===== config.mk =====
export PLATFORM = sky130hd
export DESIGN_NAME = serial_shift_sequencer_flat
export DESIGN_NICKNAME = d
export VERILOG_FILES = /design/src/rtl/serial_shift_sequencer_if.sv /design/src/rtl/serial_shift_sequencer.sv /design/src/flat_wrapper.sv
export SDC_FILE = /design/constraint.sdc
export NUM_CORES = 1
export LEC_CHECK = 0
export CAP_MARGIN = 20
export CORE_ASPECT_RATIO = 1.25
export CORE_UTILIZATION = 49
export CTS_CLUSTER_DIAMETER = 80
export DETAILED_ROUTE_END_ITERATION = 16
export MAX_ROUTING_LAYER = met4
export PLACE_DENSITY = 0.82
export SETUP_SLACK_MARGIN = 0.2
export SKIP_CTS_REPAIR_TIMING = 1
export SLEW_MARGIN = 20
export SYNTH_ARGS = -nofsm -noshare
export SYNTH_HDL_FRONTEND = slang
export SYNTH_HIERARCHICAL = 1
export SYNTH_SLANG_ARGS = --single-unit

===== constraint.sdc =====
create_clock -name clock -period 2 [get_ports clock]
set_input_delay 0.4 -clock clock [delete_from_list [all_inputs] [get_ports clock]]
set_output_delay 0.4 -clock clock [all_outputs]
set_load 0.01 [all_outputs]

===== src/rtl/serial_shift_sequencer_if.sv =====
// rtl/serial_shift_sequencer_if.sv - upstream/downstream handshake bundle for the serial shifter
interface serial_shift_sequencer_if;
    logic        in_valid;
    logic        in_ready;
    logic [31:0] data_operandA;
    logic [4:0]  ctrl_shiftamt;
    logic        ctrl_dir;
    logic        out_valid;
    logic        out_ready;
    logic [31:0] data_result;
    logic        busy;

    modport master (
        output in_valid, data_operandA, ctrl_shiftamt, ctrl_dir, out_ready,
        input  in_ready, out_valid, data_result, busy
    );

    modport slave (
        input  in_valid, data_operandA, ctrl_shiftamt, ctrl_dir, out_ready,
        output in_ready, out_valid, data_result, busy
    );
endinterface


===== src/rtl/serial_shift_sequencer.sv =====
// rtl/serial_shift_sequencer.sv - multi-cycle shifter stepping one 1-bit shift per clock
module one_bit_shifter (
    input  logic [31:0] din,
    input  logic        dir,
    output logic [31:0] dout
);
    // dir=0: logical left with zero fill; dir=1: arithmetic right with sign fill
    assign dout = dir ? {din[31], din[31:1]} : {din[30:0], 1'b0};
endmodule

module serial_shift_sequencer #(
    parameter int WIDTH   = 32,
    parameter int SHAMT_W = 5
) (
    input  logic                   clock,
    input  logic                   reset,
    input  logic                   flush,
    serial_shift_sequencer_if.slave bus
);
    typedef enum logic [1:0] {
        ST_IDLE  = 2'd0,
        ST_SHIFT = 2'd1,
        ST_DONE  = 2'd2
    } state_t;

    state_t             state_q, state_d;
    logic [WIDTH-1:0]   acc_q, acc_d;
    logic [WIDTH-1:0]   acc_next;
    logic [SHAMT_W-1:0] count_q, count_d;
    logic               dir_q, dir_d;
    logic               in_ready_q, out_valid_q, busy_q;

    one_bit_shifter u_step (
        .din  (acc_q),
        .dir  (dir_q),
        .dout (acc_next)
    );

    always_comb begin
        state_d = state_q;
        acc_d   = acc_q;
        count_d = count_q;
        dir_d   = dir_q;
        case (state_q)
            ST_IDLE: begin
                if (bus.in_valid) begin
                    acc_d   = bus.data_operandA;
                    count_d = bus.ctrl_shiftamt;
                    dir_d   = bus.ctrl_dir;
                    state_d = (bus.ctrl_shiftamt == '0) ? ST_DONE : ST_SHIFT;
                end
            end
            ST_SHIFT: begin
                acc_d   = acc_next;
                count_d = count_q - SHAMT_W'(1);
                // the step taken at count==1 is the last, so count never reaches 0 here
                if (count_q == SHAMT_W'(1)) begin
                    state_d = ST_DONE;
                end
            end
            ST_DONE: begin
                if (bus.out_ready) begin
                    state_d = ST_IDLE;
                end
            end
            default: state_d = ST_IDLE;
        endcase
        // abort keeps acc and dir so the partial value stays observable
        if (flush) begin
            state_d = ST_IDLE;
            count_d = '0;
            acc_d   = acc_q;
            dir_d   = dir_q;
        end
    end

    always_ff @(posedge clock) begin
        if (reset) begin
            state_q     <= ST_IDLE;
            acc_q       <= '0;
            count_q     <= '0;
            dir_q       <= 1'b0;
            in_ready_q  <= 1'b1;
            out_valid_q <= 1'b0;
            busy_q      <= 1'b0;
        end else begin
            state_q     <= state_d;
            acc_q       <= acc_d;
            count_q     <= count_d;
            dir_q       <= dir_d;
            in_ready_q  <= (state_d == ST_IDLE);
            out_valid_q <= (state_d == ST_DONE);
            busy_q      <= (state_d == ST_SHIFT) || (state_d == ST_DONE);
        end
    end

    assign bus.in_ready    = in_ready_q;
    assign bus.out_valid   = out_valid_q;
    assign bus.busy        = busy_q;
    assign bus.data_result = acc_q;
endmodule

===== src/flat_wrapper.sv =====
// flat-port wrapper written by rule: the top's interface ports become plain ports
module serial_shift_sequencer_flat 
#(
    parameter int WIDTH   = 32,
    parameter int SHAMT_W = 5
)
  (clock, reset, flush, bus_in_valid, bus_data_operandA, bus_ctrl_shiftamt, bus_ctrl_dir, bus_out_ready, bus_in_ready, bus_out_valid, bus_data_result, bus_busy);
  serial_shift_sequencer_if bus_i ();
  input  logic clock;
  input  logic reset;
  input  logic flush;
  input wire logic [$bits(bus_i.in_valid)-1:0] bus_in_valid;
  input wire logic [$bits(bus_i.data_operandA)-1:0] bus_data_operandA;
  input wire logic [$bits(bus_i.ctrl_shiftamt)-1:0] bus_ctrl_shiftamt;
  input wire logic [$bits(bus_i.ctrl_dir)-1:0] bus_ctrl_dir;
  input wire logic [$bits(bus_i.out_ready)-1:0] bus_out_ready;
  output wire logic [$bits(bus_i.in_ready)-1:0] bus_in_ready;
  output wire logic [$bits(bus_i.out_valid)-1:0] bus_out_valid;
  output wire logic [$bits(bus_i.data_result)-1:0] bus_data_result;
  output wire logic [$bits(bus_i.busy)-1:0] bus_busy;
  assign bus_i.in_valid = bus_in_valid;
  assign bus_i.data_operandA = bus_data_operandA;
  assign bus_i.ctrl_shiftamt = bus_ctrl_shiftamt;
  assign bus_i.ctrl_dir = bus_ctrl_dir;
  assign bus_i.out_ready = bus_out_ready;
  assign bus_in_ready = bus_i.in_ready;
  assign bus_out_valid = bus_i.out_valid;
  assign bus_data_result = bus_i.data_result;
  assign bus_busy = bus_i.busy;
  serial_shift_sequencer #(.WIDTH(WIDTH), .SHAMT_W(SHAMT_W)) u_core (.clock(clock), .reset(reset), .flush(flush), .bus(bus_i));
endmodule

* Word level (Yosys, flattened, before mapping) *
Index checks and enable logic that the tools add are counted.

cells by class
  $add $sub $neg = 1
  multipliers = 0
  div/mod/pow operators = 0
  magnitude comparators = 0
  equality and inequality tests = 7
  shifts and indexed selects = 0
  mux-type cells = 11
  bitwise logic cells = 1
  reduce and logical (&&, ||, !) cells = 10

operators with widths
  cell                                              number
  2-to-1 mux 32 bit                                 2
  one-hot mux 32 bit (2 select lines)               1
  2-to-1 mux 2 bit                                  5
  one-hot mux 5 bit (2 select lines)                1
  one-hot mux 2 bit (3 select lines)                1
  AND reduction 3 bit                               2
  == test 5 x 1 -> 1 bit, second input constant     1
  logical NOT 5 bit                                 1
  2-to-1 mux 5 bit                                  1
  subtractor 5 x 1 -> 5 bit, second input constant  1
  == test 2 x 1 -> 1 bit, second input constant     2
  == test 2 bit, second input constant              2
  logical NOT 2 bit                                 2
  != test 2 bit, second input constant              2
  AND reduction 4 bit                               1
  AND reduction 2 bit                               1
  nonzero test 2 bit                                1
  OR reduction 2 bit                                1
  logical OR 1 bit                                  1
  NOT 1 bit                                         1

storage, ports and cells
  bits in registers = 43
  latch bits = 0
  bits in writable memories = 0
  memory bits (read-only) = 0
  bits of input ports = 43
  output and inout port bits = 35
  logic and storage cells = 38
  memories kept = 0

* Depth between registers and ports, before layout *
Gate-level depths: netlist (run 1).

  depth in word-level cells = 7
  depth in mapped cells = 6
  depth with buffers taken out = 6

* Modules after synthesis *
The synthesis (run 1) kept the hierarchy.

modules (own cells, without submodules)
  module                  times used  cells each  area each (um2)  sequential area each (um2)
  serial_shift_sequencer  1           256         2318.5           860.8
  one_bit_shifter         1           36          535.5            0.0

* Least setup slack after synthesis (run 1) *
No wires, ideal clock.

  kind = register to register
  start point = reg u_core.state_q[1]
  end point = reg u_core.in_ready_q, in the netlist u_core/bus.in_ready
  library setup time = 0.123 ns
  arrival = 1.525 ns
  required time = 1.877 ns
  slack = 0.352 ns
  stages on the path, launching flop included = 7
  buffers on the path = 1
  clock period less this slack = 1.648 ns
  cells stage by stage = dfxtp_1 -> buf_6 -> or3b_1 -> a21oi_1 -> o21ai_1 -> ha_1 -> or2_2

on the way
  longest elaborated chain between the ends = 4
  elaborated cells between the ends (all ways) = 9
  those cells by class = eq/ne: 2; mux: 5; reduce/logical: 2

ends and longest elaborated chain
  element                                RTL line                      RTL
  start: declaration                     serial_shift_sequencer.sv:26  state_t state_q, state_d;
  start signal: assignment               serial_shift_sequencer.sv:87  state_q <= state_d;
  == test 2 bit (tied with other cells)  serial_shift_sequencer.sv:44  case (state_q)
  one-hot mux 2 bit (3 select lines) *   serial_shift_sequencer.sv:44
  2-to-1 mux 2 bit *                     serial_shift_sequencer.sv:69  if (flush) begin
  logical NOT 2 bit *                    serial_shift_sequencer.sv:91  in_ready_q <= (state_d == ST_IDLE);
  end signal: assignment                 serial_shift_sequencer.sv:91
  end: declaration                       serial_shift_sequencer.sv:31  logic in_ready_q, out_valid_q, busy_q;

Mark *: on every way between the ends. The rest lies on a longest branch, timed or not.
A chain may end at the register's enable or synchronous reset.

* Worst setup path after layout (run 1) *
  start point = reg u_core.count_q[2]
  end point = reg u_core.in_ready_q, in the netlist u_core/bus.in_ready

on the way
  longest elaborated chain between the ends = 5

ends and longest elaborated chain
  element                             RTL line                      RTL
  start: declaration                  serial_shift_sequencer.sv:29  logic [SHAMT_W-1:0] count_q, count_d;
  start signal: assignment            serial_shift_sequencer.sv:89  count_q <= count_d;
  == test 5 x 1 -> 1 bit              serial_shift_sequencer.sv:57  if (count_q == SHAMT_W'(1)) begin
  2-to-1 mux 2 bit                    serial_shift_sequencer.sv:57
  one-hot mux 2 bit (3 select lines)  serial_shift_sequencer.sv:44
  2-to-1 mux 2 bit                    serial_shift_sequencer.sv:69
  logical NOT 2 bit                   serial_shift_sequencer.sv:91

Every way passes these cells.

==> results of run 1 <==
-- area by class of cell --
class / instances / share of cell area (%)
clock buffer: 6 / 2.17
clock inverter: 1 / 0.131
inverter: 4 / 0.394
multi-input combinational: 217 / 47.3
sequential: 43 / 22.7
tap: 64 / 2.10
timing repair buffer: 93 / 25.2
-- layout by cell type (no fill, tap or decap), types with 3 or more instances in the layout --
master and instances:
sky130_fd_sc_hd__nand2_1 69, sky130_fd_sc_hd__a311oi_2 30, sky130_fd_sc_hd__a21oi_1 38, sky130_fd_sc_hd__clkbuf_8 6, sky130_fd_sc_hd__dfxtp_1 41, sky130_fd_sc_hd__inv_1 3, sky130_fd_sc_hd__dlymetal6s2s_1 5, sky130_fd_sc_hd__clkdlybuf4s50_1 71
sky130_fd_sc_hd__buf_4 11, sky130_fd_sc_hd__ha_1 4, sky130_fd_sc_hd__mux2_4 29, sky130_fd_sc_hd__buf_12 5
-- power breakdown --
part | internal, uW | leakage [uW] | switching [uW]
logic | 371 | 0.00103 | 285
clock network | 271 | 0.0000470 | 290
registers | 916 | 0.000355 | 65.9
-- worst max-delay path, delay by kind of cell, from the launching register on --
family	cells	cell delay [ps]
DFF	1	360
adders and majority gates	1	160
AOI/OAI and AO/OA	1	210
and+or+nand+nor	3	860
-- routing by layer --
metal	global-route usage (%)	vias up
li1	-	1209
met5	-	-
met1	28.6	1185
met4	6.55	0
met3	4.17	7
met2	40.3	77
-- stage by stage --
step / total power (uW) / instances / setup WS (ps) / hold slack, ps
final: 2200 / 428 / 298 / 465
after global routing: 2310 / 428 / 233 / 492
after CTS: 2210 / 427 / 63.8 / 463
after detailed placement: 1640 / 420 / -237 / 451
after global placement: 1630 / 420 / -165 / 449
after floorplan: 1380 / 292 / 352 / 435
-- how the worst min path moves through the flow --
stage | end | slack [ps]
floorplan | u_core/count_q[4] | 430
global placement | u_core/count_q[4] | 450
detailed placement | u_core/count_q[4] | 450
CTS | u_core/count_q[4] | 460
global route | u_core/bus.busy | 490
finish | u_core/count_q[4] | 460
-- cell families (layout without fill, tap and decap cells) --
logic type / count (synthesis) / count (layout) / share of synthesized area (%)
AO/OA/AOI/OAI: 91 / 91 / 29.1
multiplexers: 31 / 31 / 16.0
buffers and inverters: 32 / 104 / 8.59
AND/OR/NAND/NOR: 91 / 91 / 14.4
flip-flops: 43 / 43 / 30.2
adder cells (fa/ha/maj): 4 / 4 / 1.75
-- sequential cells by signal (all words and copies together), names as in the netlist --
register and flops:
u_core/count_q 5, u_core/bus.data_result 32, u_core/dir_q 1, u_core/state_q 2
u_core/bus.out_valid 1, u_core/bus.in_ready 1, u_core/bus.busy 1
==> results_tabular.tex, run 1 <==
\begin{tabular}{lr}
\hline
Metric & Value \\
\hline
\multicolumn{2}{l}{\textbf{Yosys}} \\
Synth area leaders & sky130\_fd\_sc\_hd\_\_dfxtp\_1 (30\%), sky130\_fd\_sc\_hd\_\_a311oi\_2 (16\%), sky130\_fd\_sc\_hd\_\_mux2\_4 (15\%), sky130\_fd\_sc\_hd\_\_nand2\_1 (9.1\%), sky130\_fd\_sc\_hd\_\_a21oi\_1 (6.8\%) \\
Number of nets produced by synthesis & 339 \\
Count of warnings emitted by yosys & 6 \\
Number of enable flip-flop cells after synthesis & 0 \\
Number of instances in the synthesized netlist & 292 \\
Most area-hungry cell type in the Yosys netlist & sky130\_fd\_sc\_hd\_\_dfxtp\_1 \\
Share of flip-flops with an asynchronous set or reset after synthesis & 0\% \\
Top cells by instance count after synthesis & sky130\_fd\_sc\_hd\_\_nand2\_1 (69), sky130\_fd\_sc\_hd\_\_dfxtp\_1 (43), sky130\_fd\_sc\_hd\_\_a21oi\_1 (39), sky130\_fd\_sc\_hd\_\_a311oi\_2 (30), sky130\_fd\_sc\_hd\_\_mux2\_4 (29) \\
Seq cells post-synth & 43 \\
Distinct cell type count of the synthesized netlist & 47 \\
Proportion of netlist area held by the largest area contributor & 30.2\% \\
Synth Flop Type & sky130\_fd\_sc\_hd\_\_dfxtp\_1 \\
Most numerous cell in the Yosys netlist & sky130\_fd\_sc\_hd\_\_nand2\_1 \\
Average cell area after synthesis & 9.77 sq um \\
Cell area after synthesis & 0.00285 sq mm \\
Sequential share of the synthesized area & 30.2\% \\
\multicolumn{2}{l}{\textbf{Global route}} \\
Vias in the first global route & 2444 \\
First-pass GRT wire length & 11400 microns \\
Aggregate global routing overflow & 0 \\
Number of antenna violations at the first check in global routing & 0 \\
Global Route Usage Sum & 23.6\% \\
Largest net degree at the start of global routing & 38 \\
\multicolumn{2}{l}{\textbf{Setup path}} \\
Capture point of the worst path & u\_core/bus.in\_ready \\
WP data required & 2180 ps \\
Critical Path Sink Type & register \\
WS Path Type & reg -> reg \\
Number of cells on the worst reg-to-reg path & 5 \\
Crit path max fanout & 6 \\
Worst path slowest cell & sky130\_fd\_sc\_hd\_\_nor3\_1 \\
Arrival @ worst endpoint & 1880 ps \\
Largest stage delay, worst path & 380 ps \\
RR Startpoint & u\_core/count\_q[2] \\
Critical Path Start Type & register \\
Sequence of cells on the critical path & nor3\_1 -> nand3\_1 -> a21bo\_1 -> ha\_1 -> or2\_2 \\
Launch point of the critical path & u\_core/count\_q[2] \\
Endpoint of the most critical register-to-register path & u\_core/bus.in\_ready \\
Slack of the worst reg-to-reg path & 300 ps \\
\multicolumn{2}{l}{\textbf{Route}} \\
Post-route antenna net violation count & 0 \\
Length of the first detailed-routing pass in iterations & 4 \\
Via count of the routed design & 2478 \\
Post-detailed-routing wire length & 6880 microns \\
Routed wire length on met2 & 3440 microns \\
Met1 routed wirelength after detailed routing & 3070 microns \\
Via count normalized by instance count & 5.79 \\
Amount of wire on met3 after detailed routing & 297 microns \\
DRC marker count from the first detailed-route iteration & 150 \\
Top layer reached by signal wires & met4 \\
DRC Markers & 0 \\
Wire length per cell after detailed routing & 16.1 microns \\
\multicolumn{2}{l}{\textbf{Cells and area}} \\
Layout net count & 411 \\
Share of layout cells above drive strength 1 & 27.7\% \\
Sequential Area & 863 sq um \\
Area occupied by multi-input gates & 0.00180 sq mm \\
Fill count & 430 \\
Inserted Diodes & 0 \\
Final design utilization & 69.0\% \\
Post-Layout Inst Area & 0.00381 sq mm \\
Area grow syn2layout & 33.4\% \\
\multicolumn{2}{l}{\textbf{Floorplanning}} \\
Die span in y & 87.3 microns \\
Horiz. Die Dim & 70.3 microns \\
Die Outline Area & 0.00614 sq mm \\
Ports placed on the boundary & 78 \\
Std cell rows & 30 \\
Standard cell core area & 0.00552 sq mm \\
Initial Utilization & 51.7\% \\
\multicolumn{2}{l}{\textbf{STA}} \\
Relative slew slack & 71.6\% \\
Setup skew after layout & 4.61 ps \\
Setup repair after global routing missed its margin & false \\
Final Setup Violations & 0 \\
Period minus WS final & 1700 ps \\
Worst slew pin tran & 426 ps \\
FMAX & 588 MHz \\
Part of the cycle the worst path needs & 85.1\% \\
Hold Vio Cnt, Final & 0 \\
Total negative setup slack & 0 ps \\
Final-report max-slew violation count & 0 \\
\multicolumn{2}{l}{\textbf{Clock tree}} \\
Clk Latency, worst-skew pair & 290 ps \\
TritonCTS buffer count & 5 \\
Clock H-tree levels & 2 \\
TritonCTS clock tree & yes \\
CTS root buffer & sky130\_fd\_sc\_hd\_\_clkbuf\_8 \\
Clock Tree Buf Depth & 2 \\
\# clock sinks & 43 \\
CTS clk-pin slew, worst paths & 80 ps \\
\multicolumn{2}{l}{\textbf{Pwr}} \\
Power density over the cells & 578 mW/mm\^{}2 \\
Worst ir drop on vdd & 0.364 mV \\
Leakage & 0.00144 uW \\
\multicolumn{2}{l}{\textbf{Min path}} \\
Worst hold path depth & 2 \\
HP Start & u\_core/count\_q[4] \\
Hold Crit Class & reg -> reg \\
\multicolumn{2}{l}{\textbf{Place}} \\
Half-perimeter wire length after detailed placement & 4530 microns \\
Cell area after placement & 0.00365 sq mm \\
Port bufs & 77 \\
GPL Wtd Cong & 0.931 \\
\multicolumn{2}{l}{\textbf{Outcome}} \\
Outcome & finished clean \\
\multicolumn{2}{l}{\textbf{Flow run}} \\
Number of maximum-capacitance violations & 0 \\
\hline
\end{tabular}
(Power assumes the default switching activity.)
==> inputs of run 2 (changes only) <==
- clock period: 2 -> 1.6 ns (I/O delays scaled with it)
==> run 2 against run 1 <==
  * Worst setup slack worse by 250 ps
  * Non-clock buffer count is 25 higher
  * Critical path depth stayed put
  * Clock power is 62% higher
  * Register-to-register slack worse by 250 ps
  * Sequential cell count stayed put
  * Largest cell class unchanged
  * Highest routed layer unchanged
==> results_tabular.tex, run 2 (same netlist as run 1, synthesis figures left out) <==
\begin{tabular}{lr}
\hline
Metric & Value \\
\hline
\multicolumn{2}{l}{\textbf{STA}} \\
Worst hold margin & 472 ps (was 465 ps) \\
Total negative setup slack & 0 ps (unchanged) \\
Setup slack of the critical path after layout & 48.6 ps (was 298 ps) \\
Relative slew slack & 72.5\% (was 71.6\%) \\
Period minus WS final & 1550 ps (was 1700 ps) \\
Hold Vio Cnt, Final & 0 (unchanged) \\
Setup repair after global routing missed its margin & true (was false) \\
Final Setup Violations & 0 (unchanged) \\
Worst slew pin tran & 413 ps (was 426 ps) \\
Final-report max-slew violation count & 0 (unchanged) \\
Part of the cycle the worst path needs & 97.0\% (was 85.1\%) \\
Setup skew after layout & 11.1 ps (was 4.61 ps) \\
FMAX & 645 MHz (was 588 MHz) \\
\multicolumn{2}{l}{\textbf{Floorplanning}} \\
Horiz. Die Dim & 70.3 microns (unchanged) \\
Ports placed on the boundary & 78 (unchanged) \\
Standard cell core area & 0.00552 sq mm (unchanged) \\
Std cell rows & 30 (unchanged) \\
Die Outline Area & 0.00614 sq mm (unchanged) \\
Die span in y & 87.3 microns (unchanged) \\
Initial Utilization & 51.7\% (unchanged) \\
\multicolumn{2}{l}{\textbf{Setup path}} \\
RR Startpoint & u\_core/state\_q[0] (was u\_core/count\_q[2]) \\
Arrival @ worst endpoint & 1750 ps (was 1880 ps) \\
Critical Path Sink Type & register (unchanged) \\
Sequence of cells on the critical path & or3b\_4 -> a21oi\_4 -> o21ai\_4 -> ha\_4 -> or2\_4 (was nor3\_1 -> nand3\_1 -> a21bo\_1 -> ha\_1 -> or2\_2) \\
Largest stage delay, worst path & 420 ps (was 380 ps) \\
Crit path max fanout & 6 (unchanged) \\
Worst path slowest cell & sky130\_fd\_sc\_hd\_\_or3b\_4 (was sky130\_fd\_sc\_hd\_\_nor3\_1) \\
Critical Path Start Type & register (unchanged) \\
Launch point of the critical path & u\_core/state\_q[0] (was u\_core/count\_q[2]) \\
WS Path Type & reg -> reg (unchanged) \\
WP data required & 1800 ps (was 2180 ps) \\
\multicolumn{2}{l}{\textbf{Cells and area}} \\
Layout net count & 436 (was 411) \\
Share of layout cells above drive strength 1 & 48.7\% (was 27.7\%) \\
Leading cell type in the layout, fill and taps excluded & sky130\_fd\_sc\_hd\_\_nand2\_1 (was sky130\_fd\_sc\_hd\_\_clkdlybuf4s50\_1) \\
Final design utilization & 81.6\% (was 69.0\%) \\
Fill count & 301 (was 430) \\
Inserted Diodes & 0 (unchanged) \\
Area grow syn2layout & 57.8\% (was 33.4\%) \\
Largest register FFs & 32 (unchanged) \\
Most frequent cells in the layout & sky130\_fd\_sc\_hd\_\_nand2\_1 (68), sky130\_fd\_sc\_hd\_\_dlymetal6s2s\_1 (40), sky130\_fd\_sc\_hd\_\_clkdlybuf4s50\_1 (36) (was sky130\_fd\_sc\_hd\_\_clkdlybuf4s50\_1 (71), sky130\_fd\_sc\_hd\_\_nand2\_1 (69), sky130\_fd\_sc\_hd\_\_dfxtp\_1 (41)) \\
\multicolumn{2}{l}{\textbf{Route}} \\
Length of the first detailed-routing pass in iterations & 5 (was 4) \\
Via count of the routed design & 2766 (was 2478) \\
Post-route antenna net violation count & 0 (unchanged) \\
Via count normalized by instance count & 6.09 (was 5.79) \\
Post-detailed-routing wire length & 9580 microns (was 6880 microns) \\
DRC Markers & 0 (unchanged) \\
Wire length per cell after detailed routing & 21.1 microns (was 16.1 microns) \\
DRC marker count from the first detailed-route iteration & 222 (was 150) \\
\multicolumn{2}{l}{\textbf{Global route}} \\
Number of antenna violations at the first check in global routing & 0 (unchanged) \\
Aggregate global routing overflow & 0 (unchanged) \\
Global Route Usage Sum & 24.5\% (was 23.6\%) \\
First-pass GRT wire length & 11900 microns (was 11400 microns) \\
Vias in the first global route & 2515 (was 2444) \\
Largest net degree at the start of global routing & 38 (unchanged) \\
\multicolumn{2}{l}{\textbf{Clock tree}} \\
Clock H-tree levels & 2 (unchanged) \\
Clk Latency, worst-skew pair & 300 ps (was 290 ps) \\
TritonCTS clock tree & yes (unchanged) \\
\# clock sinks & 43 (unchanged) \\
Clock Tree Buf Depth & 2 (unchanged) \\
CTS root buffer & sky130\_fd\_sc\_hd\_\_clkbuf\_8 (unchanged) \\
CTS clk-pin slew, worst paths & 90 ps (was 80 ps) \\
TritonCTS buffer count & 5 (unchanged) \\
\multicolumn{2}{l}{\textbf{Place}} \\
GPL Wtd Cong & 0.827 (was 0.931) \\
Half-perimeter wire length after detailed placement & 4830 microns (was 4530 microns) \\
Post-Place Setup Slack & -412 ps (was -237 ps) \\
Port bufs & 77 (unchanged) \\
\multicolumn{2}{l}{\textbf{Pwr}} \\
Leakage & 0.00220 uW (was 0.00144 uW) \\
Power density over the cells & 703 mW/mm\^{}2 (was 578 mW/mm\^{}2) \\
Worst ir drop on vdd & 0.473 mV (was 0.364 mV) \\
\multicolumn{2}{l}{\textbf{Flow run}} \\
Number of maximum-capacitance violations & 0 (unchanged) \\
\multicolumn{2}{l}{\textbf{Min path}} \\
Hold Crit Class & in -> reg (was reg -> reg) \\
HP Start & reset (was u\_core/count\_q[4]) \\
\multicolumn{2}{l}{\textbf{Outcome}} \\
Outcome & finished clean (unchanged) \\
\hline
\end{tabular}
[run 2: cell type report]
cell class,instances,area [sq um],share of cell area (%)
inverter,4,15.0,0.333
clock inverter,2,35.0,0.778
timing repair buffer,118,1350,29.9
tap,64,80.1,1.78
sequential,43,906,20.1
clock buffer,6,82.6,1.83
multi-input combinational,217,2040,45.3
[run 2: final timing paths]
check	to	slack (ps)	depth (start not counted)
hold reg to reg	u_core/bus.data_result[19]	540	2
hold / removal	u_core/count_q[2]	470	5
setup / recovery	u_core/bus.in_ready	50	5
setup reg to reg	u_core/bus.in_ready	50	5
[run 2: metal layers]
metal | share of wire (%) | vias to the layer above | wire, microns | global-route usage, %
met3 | 6.3 | 22 | 607 | 4.17
met5 | 0 | - | 0 | -
li1 | - | 1266 | - | -
met4 | 2.5 | 0 | 238 | 6.00
met2 | 53 | 138 | 5050 | 40.3
met1 | 38 | 1340 | 3680 | 31.1
[run 2: through the flow]
stage / instance area, sq um / power [uW] / instances
floorplan: 2880 / 1740 / 292
global placement: 3780 / 2070 / 433
detailed placement: 3780 / 2090 / 433
CTS: 3900 / 2980 / 441
global route: 4500 / 3290 / 454
finish: 4500 / 3170 / 454
[run 2: report_power, final]
group          switching, uW  internal, uW  total [uW]
sequential              94.5          1150        1250
clock                    406           506         912
combinational            455           552        1010
[run 2: worst max-delay path: cells and delay by family, from the launching register on]
kind | cells | cell delay, ps
fa+ha+maj | 1 | 160
compound gates | 2 | 280
simple gates | 2 | 630
flops | 1 | 380
==> inputs of run 3 (changes only) <==
- CAP_MARGIN: 20 -> default
- CORE_MARGIN: default -> 2
==> run 3 against run 2 <==
  * Clock power shrank 27%
  * Register-to-register slack barely moved
  * Final cell count is 0.44% lower
  * Sequential power barely moved
  * Critical path depth is 1 higher
  * Critical path type unchanged
  * Critical endpoint is now u_core/bus.data_result[30]
  * Largest power group unchanged
  * Highest routed layer unchanged
==> results_tabular.tex, run 3 (same netlist as run 1, synthesis figures left out) <==
\begin{tabular}{lr}
\hline
Metric & Value \\
\hline
\multicolumn{2}{l}{\textbf{STA}} \\
Final-report max-slew violation count & 0 (unchanged) \\
Setup skew after layout & 6.42 ps (was 11.1 ps) \\
Worst slew pin tran & 411 ps (was 413 ps) \\
FMAX & 648 MHz (was 645 MHz) \\
Final Setup Violations & 0 (unchanged) \\
Hold Vio Cnt, Final & 0 (unchanged) \\
Worst hold margin & 229 ps (was 472 ps) \\
Part of the cycle the worst path needs & 96.4\% (was 97.0\%) \\
Period minus WS final & 1540 ps (was 1550 ps) \\
Relative slew slack & 72.6\% (was 72.5\%) \\
Setup repair after global routing missed its margin & true (unchanged) \\
\multicolumn{2}{l}{\textbf{Global route}} \\
Number of antenna violations at the first check in global routing & 0 (unchanged) \\
Global Route Usage Sum & 22.9\% (was 24.5\%) \\
Vias in the first global route & 2470 (was 2515) \\
First-pass GRT wire length & 11600 microns (was 11900 microns) \\
Aggregate global routing overflow & 0 (unchanged) \\
Largest net degree at the start of global routing & 38 (unchanged) \\
\multicolumn{2}{l}{\textbf{Place}} \\
Total instance count after detailed placement & 435 (was 433) \\
Half-perimeter wire length after detailed placement & 4880 microns (was 4830 microns) \\
GPL Wtd Cong & 0.801 (was 0.827) \\
Cell area after placement & 0.00381 sq mm (was 0.00378 sq mm) \\
Port bufs & 77 (unchanged) \\
\multicolumn{2}{l}{\textbf{Pwr}} \\
Clock power frac & 23.4\% (was 28.8\%) \\
Net switching power & 875 uW (was 956 uW) \\
Worst ir drop on vdd & 0.479 mV (was 0.473 mV) \\
Power density over the cells & 661 mW/mm\^{}2 (was 703 mW/mm\^{}2) \\
Sequential fraction of design power & 43.2\% (was 39.4\%) \\
Leakage & 0.00215 uW (was 0.00220 uW) \\
Internal Power & 1970 uW (was 2210 uW) \\
Switch share & 30.7\% (was 30.2\%) \\
Logic pwr share & 33.4\% (was 31.8\%) \\
\multicolumn{2}{l}{\textbf{Floorplanning}} \\
Ports placed on the boundary & 78 (unchanged) \\
Die span in y & 89.3 microns (was 87.3 microns) \\
Initial Utilization & 50.1\% (was 51.7\%) \\
Horiz. Die Dim & 72.3 microns (was 70.3 microns) \\
Die Outline Area & 0.00645 sq mm (was 0.00614 sq mm) \\
Standard cell core area & 0.00570 sq mm (was 0.00552 sq mm) \\
Std cell rows & 31 (was 30) \\
\multicolumn{2}{l}{\textbf{Route}} \\
Via count of the routed design & 2759 (was 2766) \\
Via count normalized by instance count & 6.10 (was 6.09) \\
Post-detailed-routing wire length & 9130 microns (was 9580 microns) \\
Wire length per cell after detailed routing & 20.2 microns (was 21.1 microns) \\
Post-route antenna net violation count & 0 (unchanged) \\
DRC marker count from the first detailed-route iteration & 168 (was 222) \\
DRC Markers & 0 (unchanged) \\
Length of the first detailed-routing pass in iterations & 4 (was 5) \\
\multicolumn{2}{l}{\textbf{Setup path}} \\
Arrival @ worst endpoint & 1710 ps (was 1750 ps) \\
Critical Path Sink Type & register (unchanged) \\
Crit path max fanout & 8 (was 6) \\
WS Path Type & reg -> reg (unchanged) \\
Critical Path Start Type & register (unchanged) \\
WP data required & 1770 ps (was 1800 ps) \\
\multicolumn{2}{l}{\textbf{Cells and area}} \\
Post-Layout Inst Area & 0.00431 sq mm (was 0.00450 sq mm) \\
Final design utilization & 75.6\% (was 81.6\%) \\
Share of layout cells above drive strength 1 & 37.8\% (was 48.7\%) \\
Layout net count & 434 (was 436) \\
Leading cell type in the layout, fill and taps excluded & sky130\_fd\_sc\_hd\_\_nand2\_1 (unchanged) \\
Finished Layout Cells & 452 (was 454) \\
Inserted Diodes & 0 (unchanged) \\
Area grow syn2layout & 51.1\% (was 57.8\%) \\
Most frequent cells in the layout & sky130\_fd\_sc\_hd\_\_nand2\_1 (69), sky130\_fd\_sc\_hd\_\_dlymetal6s2s\_1 (40), sky130\_fd\_sc\_hd\_\_a21oi\_1 (38) (was sky130\_fd\_sc\_hd\_\_nand2\_1 (68), sky130\_fd\_sc\_hd\_\_dlymetal6s2s\_1 (40), sky130\_fd\_sc\_hd\_\_clkdlybuf4s50\_1 (36)) \\
Largest register FFs & 32 (unchanged) \\
\multicolumn{2}{l}{\textbf{Clock tree}} \\
TritonCTS clock tree & yes (unchanged) \\
CTS root buffer & sky130\_fd\_sc\_hd\_\_clkbuf\_8 (unchanged) \\
TritonCTS buffer count & 5 (unchanged) \\
\# clock sinks & 43 (unchanged) \\
Clk Latency, worst-skew pair & 290 ps (was 300 ps) \\
Clock Tree Buf Depth & 2 (unchanged) \\
Clock H-tree levels & 2 (unchanged) \\
CTS clk-pin slew, worst paths & 80 ps (was 90 ps) \\
\multicolumn{2}{l}{\textbf{Flow run}} \\
Number of maximum-capacitance violations & 0 (unchanged) \\
\multicolumn{2}{l}{\textbf{Min path}} \\
Hold Crit Class & in -> reg (unchanged) \\
\multicolumn{2}{l}{\textbf{Outcome}} \\
Outcome & finished clean (unchanged) \\
\hline
\end{tabular}
[run 3: changes by cell type in the layout (fill, tap and decap cells not counted), moves of 2 or more]
cell and change:
sky130_fd_sc_hd__a21oi_1 +19, sky130_fd_sc_hd__a21oi_2 -14, sky130_fd_sc_hd__a21oi_4 -5, sky130_fd_sc_hd__buf_12 +3, sky130_fd_sc_hd__buf_4 -4, sky130_fd_sc_hd__buf_8 -2
sky130_fd_sc_hd__clkbuf_16 +2, sky130_fd_sc_hd__dfxtp_1 +13, sky130_fd_sc_hd__dfxtp_2 -13, sky130_fd_sc_hd__o22ai_1 +2, sky130_fd_sc_hd__o22ai_2 -2
[run 3: critical path: stages (launching register included)]
cell,delay [ps]
sky130_fd_sc_hd__dfxtp_4,420
sky130_fd_sc_hd__buf_6,120
sky130_fd_sc_hd__nor2b_4,180
sky130_fd_sc_hd__buf_6,140
sky130_fd_sc_hd__clkbuf_16,150
sky130_fd_sc_hd__nand2_1,50
sky130_fd_sc_hd__a311oi_1,360
[run 3: stage by stage]
stage | TNS (ps) | setup slack, ps | power (uW)
floorplan | 0 | 63.8 | 1740
global placement | -4900 | -375 | 2080
detailed placement | -6830 | -441 | 2100
CTS | -293 | -129 | 2760
global route | 0 | 33.7 | 2950
finish | 0 | 57.5 | 2850
[run 3: cell type report]
class	count	area, sq um
Sequential cell	43	890
Multi-Input combinational cell	217	1860
Tap cell	66	82.6
Timing Repair Buffer	116	1390
Clock buffer	6	72.6
Inverter	4	15.0
Fill cell	392	1390
[run 3: path summary, 6_finish.rpt]
kind,startpoint,to,slack [ps],cells past startpoint
max reg2reg,u_core/state_q[0],u_core/bus.data_result[30],60,6
min reg2reg,u_core/count_q[4],u_core/count_q[4],490,2
min,reset,u_core/dir_q,230,2
max,u_core/state_q[0],u_core/bus.data_result[30],60,6
[run 3: power groups by stage]
stage               registers (uW)  logic, uW  clock network [uW]
floorplan                     1260        478                   0
global placement              1250        834                   0
detailed placement            1250        850                   0
CTS                           1230        854                 676
global route                  1240       1010                 707
finish                        1230        951                 668
[run 3: per-layer routing]
| layer | GRT usage (%) | wire (microns) | part of all wire (%) |
|---|---|---|---|
| met5 | - | 0 | 0 |
| met4 | 5.83 | 153 | 1.7 |
| met3 | 3.83 | 497 | 5.4 |
| met2 | 37.8 | 4750 | 52 |
| met1 | 29.2 | 3730 | 41 |
